==> config.mk <==
export PLATFORM = sky130hd
export DESIGN_NAME = instrmem_loader
export DESIGN_NICKNAME = d
export VERILOG_FILES = /design/src/rtl/instrmem_pkg.sv /design/src/rtl/instrmem_ram.sv /design/src/rtl/instrmem_loader.sv
export SDC_FILE = /design/constraint.sdc
export NUM_CORES = 2
export LEC_CHECK = 0
export CORE_ASPECT_RATIO = 0.6
export CORE_MARGIN = 5
export CORE_UTILIZATION = 55
export CTS_CLUSTER_DIAMETER = 150
export DETAILED_ROUTE_END_ITERATION = 8
export GPL_ROUTABILITY_DRIVEN = 0
export MAX_ROUTING_LAYER = met4
export PLACE_DENSITY_LB_ADDON = 0.1
export SYNTH_ARGS = -nofsm -noshare
export SYNTH_HDL_FRONTEND = slang
export SYNTH_SLANG_ARGS = --single-unit
==> constraint.sdc <==
create_clock -name clk -period 6.1 [get_ports clk]
set_input_delay 1.83 -clock clk [delete_from_list [all_inputs] [get_ports clk]]
set_output_delay 1.83 -clock clk [all_outputs]
set_load 0.05 [all_outputs]
==> src/rtl/instrmem_pkg.sv <==
// Shared types and constants for the instruction-memory loader.
package instrmem_pkg;

  typedef enum logic [1:0] {
    EMPTY = 2'b00,
    LOAD  = 2'b01,
    RUN   = 2'b10
  } state_e;

  localparam logic [31:0] INSTR_NOP = 32'h0000_0000;

endpackage

==> src/rtl/instrmem_ram.sv <==
// Instruction storage: one synchronous write port, one asynchronous read port.
// The array is never reset.
module instrmem_ram #(
  parameter int unsigned DEPTH = 64,
  parameter int unsigned AW    = $clog2(DEPTH)
) (
  input  logic          clk,
  input  logic          we,
  input  logic [AW-1:0] waddr,
  input  logic [31:0]   wdata,
  input  logic [AW-1:0] raddr,
  output logic [31:0]   rdata
);

  logic [31:0] mem_q [DEPTH];

  always_ff @(posedge clk) begin
    if (we) begin
      mem_q[waddr] <= wdata;
    end
  end

  assign rdata = mem_q[raddr];

endmodule

==> src/rtl/instrmem_loader.sv <==
// Streams a program into the instruction RAM, then serves CPU fetches that are
// qualified against the number of words written by the most recent load.
module instrmem_loader
  import instrmem_pkg::*;
#(
  parameter int unsigned DEPTH = 64,
  parameter int unsigned CNT_W = $clog2(DEPTH) + 1
) (
  input  logic             clk,
  input  logic             reset,
  input  logic [31:0]      addr,
  output logic [31:0]      instr,
  output logic             fetch_fault,
  output logic             cpu_stall,
  input  logic             load_start,
  input  logic             load_valid,
  input  logic [31:0]      load_data,
  input  logic             load_last,
  output logic             load_ready,
  output logic [CNT_W-1:0] words_loaded
);

  localparam int unsigned AW = $clog2(DEPTH);

  state_e           state_q, state_d;
  logic [CNT_W-1:0] cnt_q, cnt_d;
  logic             accept;
  logic             fetch_ok;
  logic [31:0]      rd_data;

  instrmem_ram #(.DEPTH(DEPTH), .AW(AW)) u_ram (
    .clk   (clk),
    .we    (accept),
    .waddr (cnt_q[AW-1:0]),
    .wdata (load_data),
    .raddr (addr[AW+1:2]),
    .rdata (rd_data)
  );

  always_ff @(posedge clk) begin
    if (reset) begin
      state_q <= EMPTY;
      cnt_q   <= '0;
    end else begin
      state_q <= state_d;
      cnt_q   <= cnt_d;
    end
  end

  // The count never exceeds DEPTH: the word written at DEPTH-1 forces RUN.
  always_comb begin
    state_d = state_q;
    cnt_d   = cnt_q;
    if (load_start) begin
      state_d = LOAD;
      cnt_d   = '0;
    end else if (accept) begin
      cnt_d = cnt_q + CNT_W'(1);
      if (load_last || (cnt_q == CNT_W'(DEPTH - 1))) begin
        state_d = RUN;
      end else begin
        state_d = state_q;
      end
    end else begin
      state_d = state_q;
      cnt_d   = cnt_q;
    end
  end

  // Reset gates the outputs immediately so nothing leaks while it is held.
  always_comb begin
    load_ready = 1'b0;
    cpu_stall  = 1'b1;
    fetch_ok   = 1'b0;
    case (state_q)
      EMPTY: begin
        load_ready = 1'b0;
        cpu_stall  = 1'b1;
      end
      LOAD: begin
        load_ready = !load_start && !reset;
        cpu_stall  = 1'b1;
      end
      RUN: begin
        cpu_stall = reset;
        fetch_ok  = !reset && (addr[1:0] == 2'b00) && (addr[31:2] < 30'(cnt_q));
      end
      default: begin
        load_ready = 1'b0;
        cpu_stall  = 1'b1;
        fetch_ok   = 1'b0;
      end
    endcase
  end

  assign accept       = load_valid && load_ready;
  assign instr        = fetch_ok ? rd_data : INSTR_NOP;
  assign fetch_fault  = !fetch_ok;
  assign words_loaded = cnt_q;

endmodule

# --- After elaboration in Yosys (flattened, before gate mapping) ---
# Memories as Yosys holds them, arrays and structs flattened.
# Cells that the tools add are included.
totals:
  register_bits: 9
  elab_cells: 32
  memories: 1
  output_inout_bits: 42
  input_bits: 69
  ram_bits: 2048
op_classes:
  addsub: 1
  order_cmp: 1
  n_reduce_logical: 14
  n_mux: 9
  n_eq_ne: 3
memory_table:
  columns: ["name", "depth", "word_bits", "read_ports", "rd_ports_with_merged_regs", "write_ports", "line", "rtl"]
  rows:
  - ["u_ram.mem_q", 64, 32, 1, 0, 1, "instrmem_ram.sv:15", "logic [31:0] mem_q [DEPTH];"]
ops:
  columns: ["cell", "count"]
  rows:
  - ["2-to-1 mux 32 bit", 1]
  - ["< comparator 30 x 7 -> 1 bit", 1]
  - ["2-to-1 mux 1 bit", 8]
  - ["adder 7 x 1 -> 7 bit, second input constant", 1]
  - ["equality test 7 x 6 -> 1 bit, second input constant", 1]
  - ["logical AND 1 bit", 4]
  - ["AND reduction 2 bit", 2]
  - ["nonzero test 2 bit", 2]
  - ["zero test 1 bit", 3]
  - ["equality test 2 x 1 -> 1 bit, second input constant", 1]
  - ["equality test 2 bit, second input constant", 1]
  - ["zero test 2 bit", 1]
  - ["OR reduction 2 bit", 1]
  - ["logical OR 1 bit", 1]

# --- Logic depth before layout (Yosys ltp) ---
depth:
  ltp_word: 6
  depth_mapped: 11
  mapped_depth_nobuf: 7

# --- Hierarchy ---
# From an unflattened synthesis, not the netlist that was laid out.
hier_totals:
  cells_unflattened: 3448
  area_unflattened_um2: 79247.3
by_module_without_submodules:
  columns: ["module", "cells_per_inst", "seq_area_each_um2", "n_inst", "area_each_um2"]
  rows:
  - ["instrmem_ram", 3292, 61499.0, 1, 77874.7]
  - ["instrmem_loader", 156, 180.2, 1, 1372.6]

# --- Worst setup path before layout ---
# No wires, ideal clock.
synth_timing:
  kind: "input port to output port"
  startpoint: "in reset"
  endpoint: "out instr[12]"
  required_ps: 4270
  stages: 4
  setup_slack_ps: -1344
  arrival_ps: 5614
  path_buffers: 0
  path_cell_list: "or3_1 > nor4_4 > o21ai_1 > a2111oi_0"
synth_between:
  elab_chain_cells: 5
synth_lines:
  columns: ["element", "line", "rtl"]
  rows:
  - ["start: declaration", "instrmem_loader.sv:10", "input logic reset,"]
  - ["zero test 1 bit", "instrmem_loader.sv:86", "fetch_ok = !reset && (addr[1:0] == 2'b00) && (addr[31:2] < 30'(cnt_q));"]
  - ["logical AND 1 bit (2 in series)", "instrmem_loader.sv:86", null]
  - ["2-to-1 mux 1 bit", "instrmem_loader.sv:75", "case (state_q)"]
  - ["2-to-1 mux 32 bit", "instrmem_loader.sv:97", "assign instr = fetch_ok ? rd_data : INSTR_NOP;"]
  - ["end: declaration", "instrmem_loader.sv:12", "output logic [31:0] instr,"]
# Every way passes these cells.

# --- Final worst setup path ---
layout_timing:
  startpoint: "in addr[4]"
  endpoint: "out instr[7]"
layout_between:
  elab_chain_cells: 4
  word_cells_on_any_way: 5
  cone_classes: "order compare (1); mux (2); reduce/logical (1); memory (1)"
layout_lines:
  columns: ["element", "line", "rtl"]
  rows:
  - ["start: declaration", "instrmem_loader.sv:11", "input logic [31:0] addr,"]
  - ["< comparator 30 x 7 -> 1 bit", "instrmem_loader.sv:86", null]
  - ["logical AND 1 bit", "instrmem_loader.sv:86", null]
  - ["2-to-1 mux 1 bit", "instrmem_loader.sv:75", null]
  - ["2-to-1 mux 32 bit *", "instrmem_loader.sv:97", null]
# Mark *: on every way between the ends. The rest lies on a longest branch, timed or not.

==> flow_summary.json <==
{
  "path_clk_slew_ns": 0.07,
  "hpwl_um": 145000,
  "synth.largest_area_cell": "edfxtp_1",
  "crit_start": "addr[4]",
  "combPwrFrac_pct": 5.8,
  "synthArstFlopShare_pct": 0,
  "dp_slack_ns": -0.471,
  "critical_path_class": "primary input to primary output",
  "synthCells": 3635,
  "drc": 0,
  "max-vdd-ir-drop_v": 0.000272,
  "syn_nets": 3711,
  "synth.distinct_cells": 76,
  "r2r_slack_ns": 3.00,
  "globalRouteTotalUtil_pct": 32.7,
  "max_freq_mhz": 159,
  "p_sw_mw": 6.03,
  "setup_viol": 6,
  "vias": 43303,
  "r2r-end": "u_ram.mem_q[51][11]$_DFFE_PP_",
  "cp.depth": 8,
  "firstDrtPassIters": 5,
  "netlist_top_cells_area": "edfxtp_1, mux4_2, mux2i_1",
  "multiInputGateArea_sq_um": 18100,
  "cp_slowest_stage_delay_ns": 0.78,
  "fin_util_pct": 64.9,
  "area_growth_pct": 17.1,
  "cp.required_ns": 4.27,
  "vias_per_cell": 6.89,
  "antenna_found_initial": 25,
  "min_path_type": "flop to flop",
  "cts_sinks": 2057,
  "avgSynthCellArea_sq_um": 22.0,
  "wl_per_cell_um": 39.0,
  "cellPowerDensity_nw_per_um2": 300,
  "final-max-slew-violation-count": 0,
  "hold_viol": 0,
  "netlist_area_sq_um": 80100,
  "maxCapViolations": 0,
  "layout-drive-gt1-share_pct": 32.6,
  "power_frac_seq_pct": 55.3,
  "cts_hold_buf": 0,
  "pwr-share-clk_pct": 39.0,
  "synth_top_cell_area_share_pct": 76.8,
  "final_cell_mix": "edfxtp_1, mux4_2, buf_4, clkbuf_16, mux2i_1",
  "r2r_cells": 5,
  "crit_arrival_ns": 4.46,
  "first_iter_violations": 7380,
  "ctsLongestPathBuffers": 3,
  "layout.cells.most_common": "edfxtp_1",
  "cts_root_buf": "clkbuf_16",
  "synth_seq_area_share_pct": 77.0,
  "grt_pass1_wl_um": 334000,
  "overflow": 0,
  "wl_um": 245000,
  "violations": "negative setup slack",
  "register_area_sq_um": 61700,
  "setup_ws_ns": -0.191,
  "cpMaxStageDelayCell": "o211ai_1",
  "ios": 111,
  "cts_tree": "built",
  "die-area_sq_um": 154000,
  "cp_num_buf_inv": 3,
  "die_h_um": 306,
  "grt_max_degree": 65,
  "postRouteAntennaNets": 0,
  "period_share_pct": 103,
  "synth_enable_flop_cells": 2048,
  "die-width_um": 503,
  "skew_ns": 0.0264,
  "port-buffer-count": 110,
  "initial_core_util_pct": 55.4,
  "grt_pass1_vias": 41607,
  "cpMostUsedCell": "buf_12",
  "path_max_fanout": 23,
  "ys_warn_count": 0,
  "crit_path_start_kind": "primary input",
  "period_minus_slack_ns": 6.29,
  "final_net_count": 4274,
  "r2r_start": "state_q[1]$_SDFFE_PP0P_",
  "core_sq_um": 145000,
  "p_leak_nw": 30.2,
  "total_power_mw": 28.1,
  "fillers": 9399,
  "placement.cell_area_sq_um": 86900,
  "clock_latency_ns": 0.80,
  "cts-htree-levels": 4,
  "path_cells": "buf_12, and2_4, buf_12, a221o_1, o211ai_1, o2111ai_2, a211oi_4, buf_12",
  "grt_setup_unrepaired": "yes",
  "synth_flop_cell": "edfxtp_1",
  "outcome": "finished with violations",
  "endpoint_kind": "primary output",
  "max_slew.worst_pin.slew_ns": 1.31,
  "synth_seq_cells": 2057,
  "stdcell_area_sq_um": 93800,
  "cpLargestDelayFamily": "compound AO/OA/AOI/OAI gates",
  "relSlewSlack_pct": 12.5,
  "num_rows": 108,
  "crit_end": "instr[7]",
  "cts_made_buffers": 180,
  "p_int_mw": 22.1,
  "switching_share_pct": 21.4
}
[cell families after synthesis]
group                      after synthesis  synth area share, %
AOI/OAI and AO/OA                      323                 3.00
xor gates and xnor gates                 5               0.0547
adders and majority gates                7                0.109
buffers and inverters                  213                 1.96
DFF                                   2057                 77.0
muxes                                  667                 15.6
and+or+nand+nor                        363                 2.25
[final cells by class]
| class | count | area share, % |
|---|---|---|
| antenna | 16 | 0.0427 |
| clock buffer | 223 | 4.99 |
| clock inverter | 104 | 0.885 |
| inverter | 12 | 0.0547 |
| multi-input combinational | 1365 | 19.2 |
| sequential | 2057 | 65.7 |
| tap | 1925 | 2.57 |
| timing repair buffer | 582 | 6.49 |
[through the flow]
step	TNS, ns	hold slack (ns)	instances
after CTS	-0.0275	0.488	6218
after detailed placement	-4.78	0.476	5880
after floorplan	-0.162	0.451	3635
after global placement	-6.06	0.474	5880
final	-0.350	0.494	6284
after global routing	-0.769	0.495	6276
[sequential cells by signal (all words and copies together) (netlist names)]
name,count
state_q,2
u_ram.mem_q,2048
words_loaded,7
[worst min path at each step]
stage / start / end / slack (ns) / cells after the start
floorplan: state_q[1]$_SDFFE_PP0P_ / state_q[1]$_SDFFE_PP0P_ / 0.45 / 2
global placement: state_q[1]$_SDFFE_PP0P_ / state_q[1]$_SDFFE_PP0P_ / 0.47 / 2
global route: state_q[1]$_SDFFE_PP0P_ / state_q[1]$_SDFFE_PP0P_ / 0.50 / 2
detailed placement: state_q[1]$_SDFFE_PP0P_ / state_q[1]$_SDFFE_PP0P_ / 0.48 / 2
CTS: state_q[1]$_SDFFE_PP0P_ / state_q[1]$_SDFFE_PP0P_ / 0.49 / 2
finish: state_q[1]$_SDFFE_PP0P_ / state_q[1]$_SDFFE_PP0P_ / 0.49 / 2
[cell usage after synthesis, drive strengths merged, types with 3 or more instances]
master   instances
or2              5
mux2i          183
edfxtp        2048
a221oi          58
ha               7
o22ai           14
a22oi           46
nand2           87
a31oi            8
a2111oi         22
and3             5
o211ai          15
o21ai           39
o221ai          10
o32ai            3
o2111ai          4
nor4            22
mux2            31
nand3           23
a211oi          27
nor4b            3
dfxtp            9
a31o             6
buf            140
or3              5
nor2b           28
a21oi           44
a22o             5
nor3            15
and2            18
nor2           117
o21bai           5
inv             11
o21a             3
nand4            6
clkbuf          61
mux4           453
xnor2            5
nand2b          16
[power by group through the flow]
stage          Combinational [mW]  Sequential [mW]  Clock (mW)
2_1_floorplan               0.758             15.8           0
3_3_place_gp                 1.44             15.8           0
3_5_place_dp                 1.48             15.8           0
4_1_cts                      1.53             15.5        11.1
5_1_grt                      1.69             15.5        11.7
6_report                     1.63             15.5        11.0
[tightest hold or removal path, stage by stage, from the launching register on]
cell and delay (ns):
dfxtp_1 0.33, inv_1 0.07, a21oi_1 0.05
[routing by layer]
layer  wire [um]  global-route usage [%]  part of all wire [%]  up-vias
li1            -                       -                     -    16612
met1       95400                    47.7                    39    22978
met2      107000                    45.6                    44     3247
met3       34200                    9.32                    14      466
met4        8330                    9.96                   3.4        0
met5           0                       -                     0        -
[what timing repair did]
item / CTS / global route
setup buffers: 9 / 50
endpoints found under the setup margin: 31 / 31
resized for setup: 63 / 104
gates cloned: 2 / 5
pin swaps: 16 / 32
(Power assumes the default switching activity.)
